**src/rtl/exe_stage_if.sv**
```systemverilog
// rtl/exe_stage_if.sv - valid/allowin/bus handshake between pipeline stages
// The producer drives valid and bus; the consumer answers with allowin.
interface exe_stage_if #(
   parameter int W = 1
);
   logic         valid;
   logic         allowin;
   logic [W-1:0] bus;

   modport master (output valid, output bus, input allowin);
   modport slave  (input valid, input bus, output allowin);
endinterface

```
**src/rtl/exe_stage.sv**
```systemverilog
// rtl/exe_stage.sv - execute stage: ALU, data SRAM request, iterative divider
// Holds one instruction; a divide keeps the stage occupied for 33 cycles.
module exe_stage #(
   parameter int DS2ES_LEN = 143,
   parameter int ES2MS_LEN = 71
) (
   input  logic        clk,
   input  logic        reset,
   exe_stage_if.slave  ds2es,
   exe_stage_if.master es2ms,
   output logic        data_sram_en,
   output logic [3:0]  data_sram_we,
   output logic [31:0] data_sram_addr,
   output logic [31:0] data_sram_wdata,
   output logic        exe_rf_we,
   output logic [4:0]  exe_dest,
   output logic        exe_res_from_mem,
   output logic [31:0] exe_result
);

   logic [DS2ES_LEN-1:0] ds_bus;
   logic [ES2MS_LEN-1:0] ms_bus;

   logic [31:0] in_pc, in_src1, in_src2, in_st_data;
   logic [3:0]  in_alu_op;
   logic [2:0]  in_div_op;
   logic        in_mem_we, in_res_from_mem, in_gr_we;
   logic [4:0]  in_dest;

   logic        es_valid_q;
   logic [31:0] pc_q, src1_q, src2_q, st_data_q;
   logic [3:0]  alu_op_q;
   logic [2:0]  div_op_q;
   logic        mem_we_q, res_from_mem_q, gr_we_q;
   logic [4:0]  dest_q;

   logic [5:0]  div_cnt_q;
   logic        div_done_q;
   logic [31:0] div_rem_q, div_quo_q;
   logic [31:0] div_rem_d, div_quo_d;

   logic        es_ready_go, es_allowin, es2ms_valid, handoff, div_busy;
   logic [31:0] alu_result, div_result, result;

   assign ds_bus = ds2es.bus;
   assign {in_pc, in_src1, in_src2, in_st_data, in_alu_op, in_div_op,
           in_mem_we, in_res_from_mem, in_dest, in_gr_we} = ds_bus;

   assign es_ready_go = ~div_op_q[2] | div_done_q;
   assign es_allowin  = ~es_valid_q | (es_ready_go & es2ms.allowin);
   assign es2ms_valid = es_valid_q & es_ready_go;
   assign handoff     = es2ms_valid & es2ms.allowin;
   assign div_busy    = es_valid_q & div_op_q[2] & ~div_done_q;

   always_ff @(posedge clk) begin
      if (reset) begin
         es_valid_q <= 1'b0;
      end else if (es_allowin) begin
         es_valid_q <= ds2es.valid;
      end
   end

   always_ff @(posedge clk) begin
      if (ds2es.valid & es_allowin) begin
         pc_q           <= in_pc;
         src1_q         <= in_src1;
         src2_q         <= in_src2;
         st_data_q      <= in_st_data;
         alu_op_q       <= in_alu_op;
         div_op_q       <= in_div_op;
         mem_we_q       <= in_mem_we;
         res_from_mem_q <= in_res_from_mem;
         dest_q         <= in_dest;
         gr_we_q        <= in_gr_we;
      end
   end

   always_comb begin
      alu_result = 32'd0;
      case (alu_op_q)
         4'd0:    alu_result = src1_q + src2_q;
         4'd1:    alu_result = src1_q - src2_q;
         4'd2:    alu_result = {31'd0, $signed(src1_q) < $signed(src2_q)};
         4'd3:    alu_result = {31'd0, src1_q < src2_q};
         4'd4:    alu_result = src1_q & src2_q;
         4'd5:    alu_result = src1_q | src2_q;
         4'd6:    alu_result = src1_q ^ src2_q;
         4'd7:    alu_result = ~(src1_q | src2_q);
         4'd8:    alu_result = src1_q << src2_q[4:0];
         4'd9:    alu_result = src1_q >> src2_q[4:0];
         4'd10:   alu_result = $unsigned($signed(src1_q) >>> src2_q[4:0]);
         4'd11:   alu_result = src2_q;
         default: alu_result = 32'd0;
      endcase
   end

   logic        a_neg, b_neg;
   logic [31:0] abs_a, abs_b, cur_rem, cur_dvd, diff, quo_fix, rem_fix;
   logic [32:0] shifted;
   logic        q_bit;

   assign a_neg = div_op_q[1] & src1_q[31];
   assign b_neg = div_op_q[1] & src2_q[31];
   assign abs_a = a_neg ? (~src1_q + 32'd1) : src1_q;
   assign abs_b = b_neg ? (~src2_q + 32'd1) : src2_q;

   // Iteration 0 works straight from the latched operands so that 32
   // iterations fit in cycles 0..31 and the result is ready in cycle 32.
   always_comb begin
      cur_rem   = (div_cnt_q == 6'd0) ? 32'd0 : div_rem_q;
      cur_dvd   = (div_cnt_q == 6'd0) ? abs_a : div_quo_q;
      shifted   = {cur_rem, cur_dvd[31]};
      q_bit     = (shifted >= {1'b0, abs_b});
      diff      = shifted[31:0] - abs_b;
      div_rem_d = q_bit ? diff : shifted[31:0];
      div_quo_d = {cur_dvd[30:0], q_bit};
   end

   always_ff @(posedge clk) begin
      if (reset || handoff) begin
         div_cnt_q  <= 6'd0;
         div_done_q <= 1'b0;
      end else if (div_busy) begin
         div_cnt_q <= div_cnt_q + 6'd1;
         div_rem_q <= div_rem_d;
         div_quo_q <= div_quo_d;
         if (div_cnt_q == 6'd31) begin
            div_done_q <= 1'b1;
         end
      end
   end

   // A zero divisor leaves all-ones quotient and the raw dividend as remainder.
   always_comb begin
      if (src2_q == 32'd0) begin
         quo_fix = 32'hFFFF_FFFF;
         rem_fix = src1_q;
      end else begin
         quo_fix = (a_neg ^ b_neg) ? (~div_quo_q + 32'd1) : div_quo_q;
         rem_fix = a_neg ? (~div_rem_q + 32'd1) : div_rem_q;
      end
   end

   assign div_result = div_op_q[0] ? rem_fix : quo_fix;
   assign result     = div_op_q[2] ? div_result : alu_result;

   assign ds2es.allowin = es_allowin;
   assign es2ms.valid   = es2ms_valid;
   assign ms_bus        = {pc_q, result, res_from_mem_q, dest_q, gr_we_q};
   assign es2ms.bus     = ms_bus;

   assign data_sram_en    = es_valid_q & (res_from_mem_q | mem_we_q) & es2ms.allowin;
   assign data_sram_we    = {4{es_valid_q & mem_we_q & es2ms.allowin}};
   assign data_sram_addr  = alu_result;
   assign data_sram_wdata = st_data_q;

   assign exe_rf_we        = es_valid_q & gr_we_q;
   assign exe_dest         = dest_q;
   assign exe_res_from_mem = es_valid_q & res_from_mem_q;
   assign exe_result       = result;

endmodule

```
**src/flat_wrapper.sv**
```systemverilog
// flat-port wrapper written by rule: the top's interface ports become plain ports
module exe_stage_flat 
#(
   parameter int DS2ES_LEN = 143,
   parameter int ES2MS_LEN = 71
)
  (clk, reset, data_sram_en, data_sram_we, data_sram_addr, data_sram_wdata, exe_rf_we, exe_dest, exe_res_from_mem, exe_result, ds2es_valid, ds2es_bus, ds2es_allowin, es2ms_valid, es2ms_bus, es2ms_allowin);
  exe_stage_if #(.W(143)) ds2es_i ();
  exe_stage_if #(.W(71)) es2ms_i ();
  input  logic clk;
  input  logic reset;
  output logic data_sram_en;
  output logic [3:0] data_sram_we;
  output logic [31:0] data_sram_addr;
  output logic [31:0] data_sram_wdata;
  output logic exe_rf_we;
  output logic [4:0] exe_dest;
  output logic exe_res_from_mem;
  output logic [31:0] exe_result;
  input wire logic [$bits(ds2es_i.valid)-1:0] ds2es_valid;
  input wire logic [$bits(ds2es_i.bus)-1:0] ds2es_bus;
  output wire logic [$bits(ds2es_i.allowin)-1:0] ds2es_allowin;
  output wire logic [$bits(es2ms_i.valid)-1:0] es2ms_valid;
  output wire logic [$bits(es2ms_i.bus)-1:0] es2ms_bus;
  input wire logic [$bits(es2ms_i.allowin)-1:0] es2ms_allowin;
  assign ds2es_i.valid = ds2es_valid;
  assign ds2es_i.bus = ds2es_bus;
  assign ds2es_allowin = ds2es_i.allowin;
  assign es2ms_valid = es2ms_i.valid;
  assign es2ms_bus = es2ms_i.bus;
  assign es2ms_i.allowin = es2ms_allowin;
  exe_stage #(.DS2ES_LEN(DS2ES_LEN), .ES2MS_LEN(ES2MS_LEN)) u_core (.clk(clk), .reset(reset), .ds2es(ds2es_i), .es2ms(es2ms_i), .data_sram_en(data_sram_en), .data_sram_we(data_sram_we), .data_sram_addr(data_sram_addr), .data_sram_wdata(data_sram_wdata), .exe_rf_we(exe_rf_we), .exe_dest(exe_dest), .exe_res_from_mem(exe_res_from_mem), .exe_result(exe_result));
endmodule
```
**config.mk**
```make
export PLATFORM = sky130hd
export DESIGN_NAME = exe_stage_flat
export DESIGN_NICKNAME = d
export VERILOG_FILES = /design/src/rtl/exe_stage_if.sv /design/src/rtl/exe_stage.sv /design/src/flat_wrapper.sv
export SDC_FILE = /design/constraint.sdc
export NUM_CORES = 1
export LEC_CHECK = 0
export CAP_MARGIN = 20
export CORE_ASPECT_RATIO = 1.1
export CORE_MARGIN = 4
export CORE_UTILIZATION = 50
export DETAILED_ROUTE_END_ITERATION = 6
export PLACE_DENSITY_LB_ADDON = 0.25
export RECOVER_POWER = 100
export SLEW_MARGIN = 20
export SYNTH_ARGS = -nofsm -noshare
export SYNTH_HDL_FRONTEND = slang
export SYNTH_SLANG_ARGS = --single-unit
```
**constraint.sdc**
```tcl
create_clock -name clk -period 10.6 [get_ports clk]
set_clock_uncertainty 0.15 [all_clocks]
set_input_delay 2.12 -clock clk [delete_from_list [all_inputs] [get_ports clk]]
set_output_delay 2.12 -clock clk [all_outputs]
set_load 0.03 [all_outputs]
```
==> summary.txt <==
Flow run
  – Max Cap Viol: 6

Logic synthesis
  – Largest area contributor in the netlist: edfxtp_1
  – Avg Synthesized Cell Area: 8.57 µm²
  – Number of synthesized flops with an enable pin: 207
  – Seq/Total Area, Yosys: 0.282
  – Share of the synthesized area in the top cell type: 0.275
  – Yosys reg bits: 215
  – Synth async-reset ratio: 0
  – Post-Syn Area: 22,600 µm²
  – Ranking of synthesized cells by area: edfxtp_1, ha_1, mux4_2
  – Post-Syn Instances: 2,640
  – Synthesis Warnings: 0
  – Ys flop type: edfxtp_1
  – Syn_nets: 2,925
  – Synth unique cells: 104

Floorplanning
  – Row count: 81
  – Die ar.: 48,700 µm²
  – CORE AREA: 44,600 µm²
  – Num ports: 328
  – Die Y-Extent: 231 µm
  – Die width: 211 µm
  – Starting Density: 0.507

CTS
  – Postcts setup bufs: 0
  – Cts hold-fix bufs: 0
  – Clock buffer count from CTS: 27
  – CTS tree: done
  – Clock Sink Count: 215
  – Max clock buf depth: 3
  – Clk slew on worst S/H paths: 0.06 ns
  – H-tree Lvls: 1
  – Worst-skew pair later-pin latency: 0.59 ns
  – # resized after CTS: 0
  – CTS root buffer: clkbuf_16

Timing
  – Setup slack after layout: 1.59 ns
  – Final setup viols: 0
  – Final TNS setup: 0 ns
  – RSZ-0062 raised after global routing: no
  – Worst-Margin Slew: 5.22 ns
  – F_max: 111 MHz
  – Final period util: 0.850
  – Final Critical Period: 9.01 ns
  – Hold Vio Cnt, Final: 0
  – Max Slew Vio Count: 327
  – Slew HR: -2.48

Worst setup path
  – CP arrival: 9.04 ns
  – Startpoint types: register
  – CP endpoint kind: register
  – Critical path class: register to register
  – Critical path data required time: 10.63 ns
  – Critical path fanouts, max: 48

Drt
  – Routed wl met2: 46,500 µm
  – Drt initial violations: 3,517
  – Vias per cell: 7.03
  – Drt drc: 0
  – Wire per inst: 30.6 µm
  – Total number of vias: 24.0k
  – Top routing layer used: met5
  – Drt first pass iters: 7
  – Final ANT Viol Nets: 0
  – Met3 routed WL: 13,200 µm
  – Drt total wl: 104,000 µm
  – Met1 WL: 36,500 µm

Global route
  – GR Util All Layers: 0.408
  – Largest net degree at the start of global routing: 88
  – First-pass GRT wire length: 150,000 µm
  – Vias in the first global route: 22.7k
  – Initial antenna violation count: 4
  – Grt total ovfl: 0

Layout
  – Share of post-route cells with drive strength above 1: 0.0746
  – Commonest non-fill, non-tap cells in the layout: dlygate4sd3_1, nor2_1, nand2_1
  – Most common cell after layout, fill and taps aside: dlygate4sd3_1
  – NumNets Final: 3,095
  – Area grow syn2layout: 18.1%

Placed design
  – Hpwl dp: 78,400 µm
  – Placement Setup Slack: 3.09 ns
  – RD Place Congestion: 1.09
  – Port bufs: 327

Outcome
  – Failing checks: capacitance limit, slew limit
  – Status: finished, violations left

Worst hold path
  – Type of the worst min-delay path: register to register

Pwr
  – Pleak: 10.3 nW
  – VDD IR max: 0.174 mV
  – Cell area power density: 126 nW/µm²
-- logic make-up (layout without fill, tap and decap cells) --
| family | count (synthesis) | in the layout | share of synthesized area |
|---|---|---|---|
| other | 0 | 1 | 0 |
| buffers and inverters | 370 | 560 | 0.0741 |
| AOI/OAI and AO/OA | 872 | 872 | 0.263 |
| muxes | 110 | 110 | 0.0774 |
| and+or+nand+nor | 784 | 784 | 0.168 |
| adders and majority gates | 138 | 138 | 0.0773 |
| xor gates and xnor gates | 151 | 151 | 0.0585 |
| DFF | 215 | 215 | 0.282 |
-- cell usage after synthesis, drive strengths merged (14+ instances only) --
library cell / instances
nor2: 235
nand2: 230
edfxtp: 207
o21ai: 200
a21oi: 188
ha: 135
clkbuf: 130
inv: 127
xnor2: 118
buf: 110
a21o: 61
a221oi: 55
nor3: 55
and2: 51
mux4: 50
mux2i: 46
nand3: 45
a31oi: 38
a211oi: 34
xor2: 33
a221o: 30
o31ai: 29
nand4: 27
o211ai: 27
a22oi: 26
nand2b: 25
nor4: 21
or3: 20
o221ai: 18
o2111ai: 17
and3: 15
mux2: 14
o21bai: 14
-- path summary, 6_finish.rpt --
path                  startpoint  slack (ns)              endpoint  cells after the start
max reg2reg     u_core.src2_q[0]        1.59  u_core.div_rem_q[10]                     18
max             u_core.src2_q[0]        1.59  u_core.div_rem_q[10]                     18
min          u_core.div_cnt_q[1]        0.35   u_core.div_cnt_q[1]                      2
min reg2reg  u_core.div_cnt_q[1]        0.35   u_core.div_cnt_q[1]                      2
-- stage by stage --
stage | total power, mW | instance area (µm²) | utilization | hold WS, ns | cells
final | 3.36 | 26700 | 0.599 | 0.352 | 3412
after global routing | 3.46 | 26700 | 0.599 | 0.384 | 3412
after CTS | 3.37 | 26800 | 0.601 | 0.352 | 3411
after detailed placement | 2.41 | 25900 | 0.581 | 0.343 | 3362
after global placement | 2.40 | 25900 | 0.581 | 0.325 | 3362
after floorplan | 1.92 | 22600 | - | 0.278 | 2640
-- layer usage --
| metal | vias up | global-route usage |
|---|---|---|
| met5 | - | 0 |
| li1 | 10200 | - |
| met4 | 2 | 0.252 |
| met2 | 1956 | 0.642 |
| met3 | 444 | 0.112 |
| met1 | 11300 | 0.498 |
-- sequential cells by signal (all words and copies together) (netlist names) --
signal	cells
u_core.src2_q	32
u_core.data_sram_wdata	32
u_core.src1_q	32
u_core.div_quo_q	32
u_core.res_from_mem_q	1
u_core.alu_op_q	4
u_core.mem_we_q	1
u_core.es_valid_q	1
u_core.gr_we_q	1
u_core.div_cnt_q	6
u_core.div_op_q	3
u_core.pc_q	32
u_core.div_done_q	1
u_core.div_rem_q	32
u_core.exe_dest	5
-- where the power goes --
group          internal [mW]  total (mW)  switching [mW]
Sequential             0.998        1.06          0.0639
Clock                  0.539       0.954           0.415
Combinational          0.472        1.35           0.873
Total                   2.01        3.36            1.35
-- layout make-up --
| class | count | area [µm²] |
|---|---|---|
| multi-input cells | 2055 | 14600 |
| clock inverters | 17 | 179 |
| repair buffers | 381 | 3650 |
| fillers | 3972 | 17900 |
| inverters | 130 | 490 |
| flip-flops and latches | 215 | 6380 |
| diodes | 1 | 2.50 |
| well taps | 581 | 727 |
| clock buffers | 32 | 714 |
-- critical path: stages, from the launching register on --
cell	delay (ns)
edfxtp_1	0.35
buf_4	0.25
inv_1	0.70
ha_1	0.29
or3b_1	0.49
nor4b_4	0.36
and2_0	0.44
a41oi_1	0.21
xnor2_1	0.19
ha_1	0.38
a21oi_1	0.18
o21ai_0	0.11
a221oi_1	0.49
o32ai_1	0.28
o32ai_1	0.64
o21ai_0	0.22
a31oi_1	0.90
clkbuf_1	1.44
o21ai_0	0.46
Power figures use the tool's default switching activity.
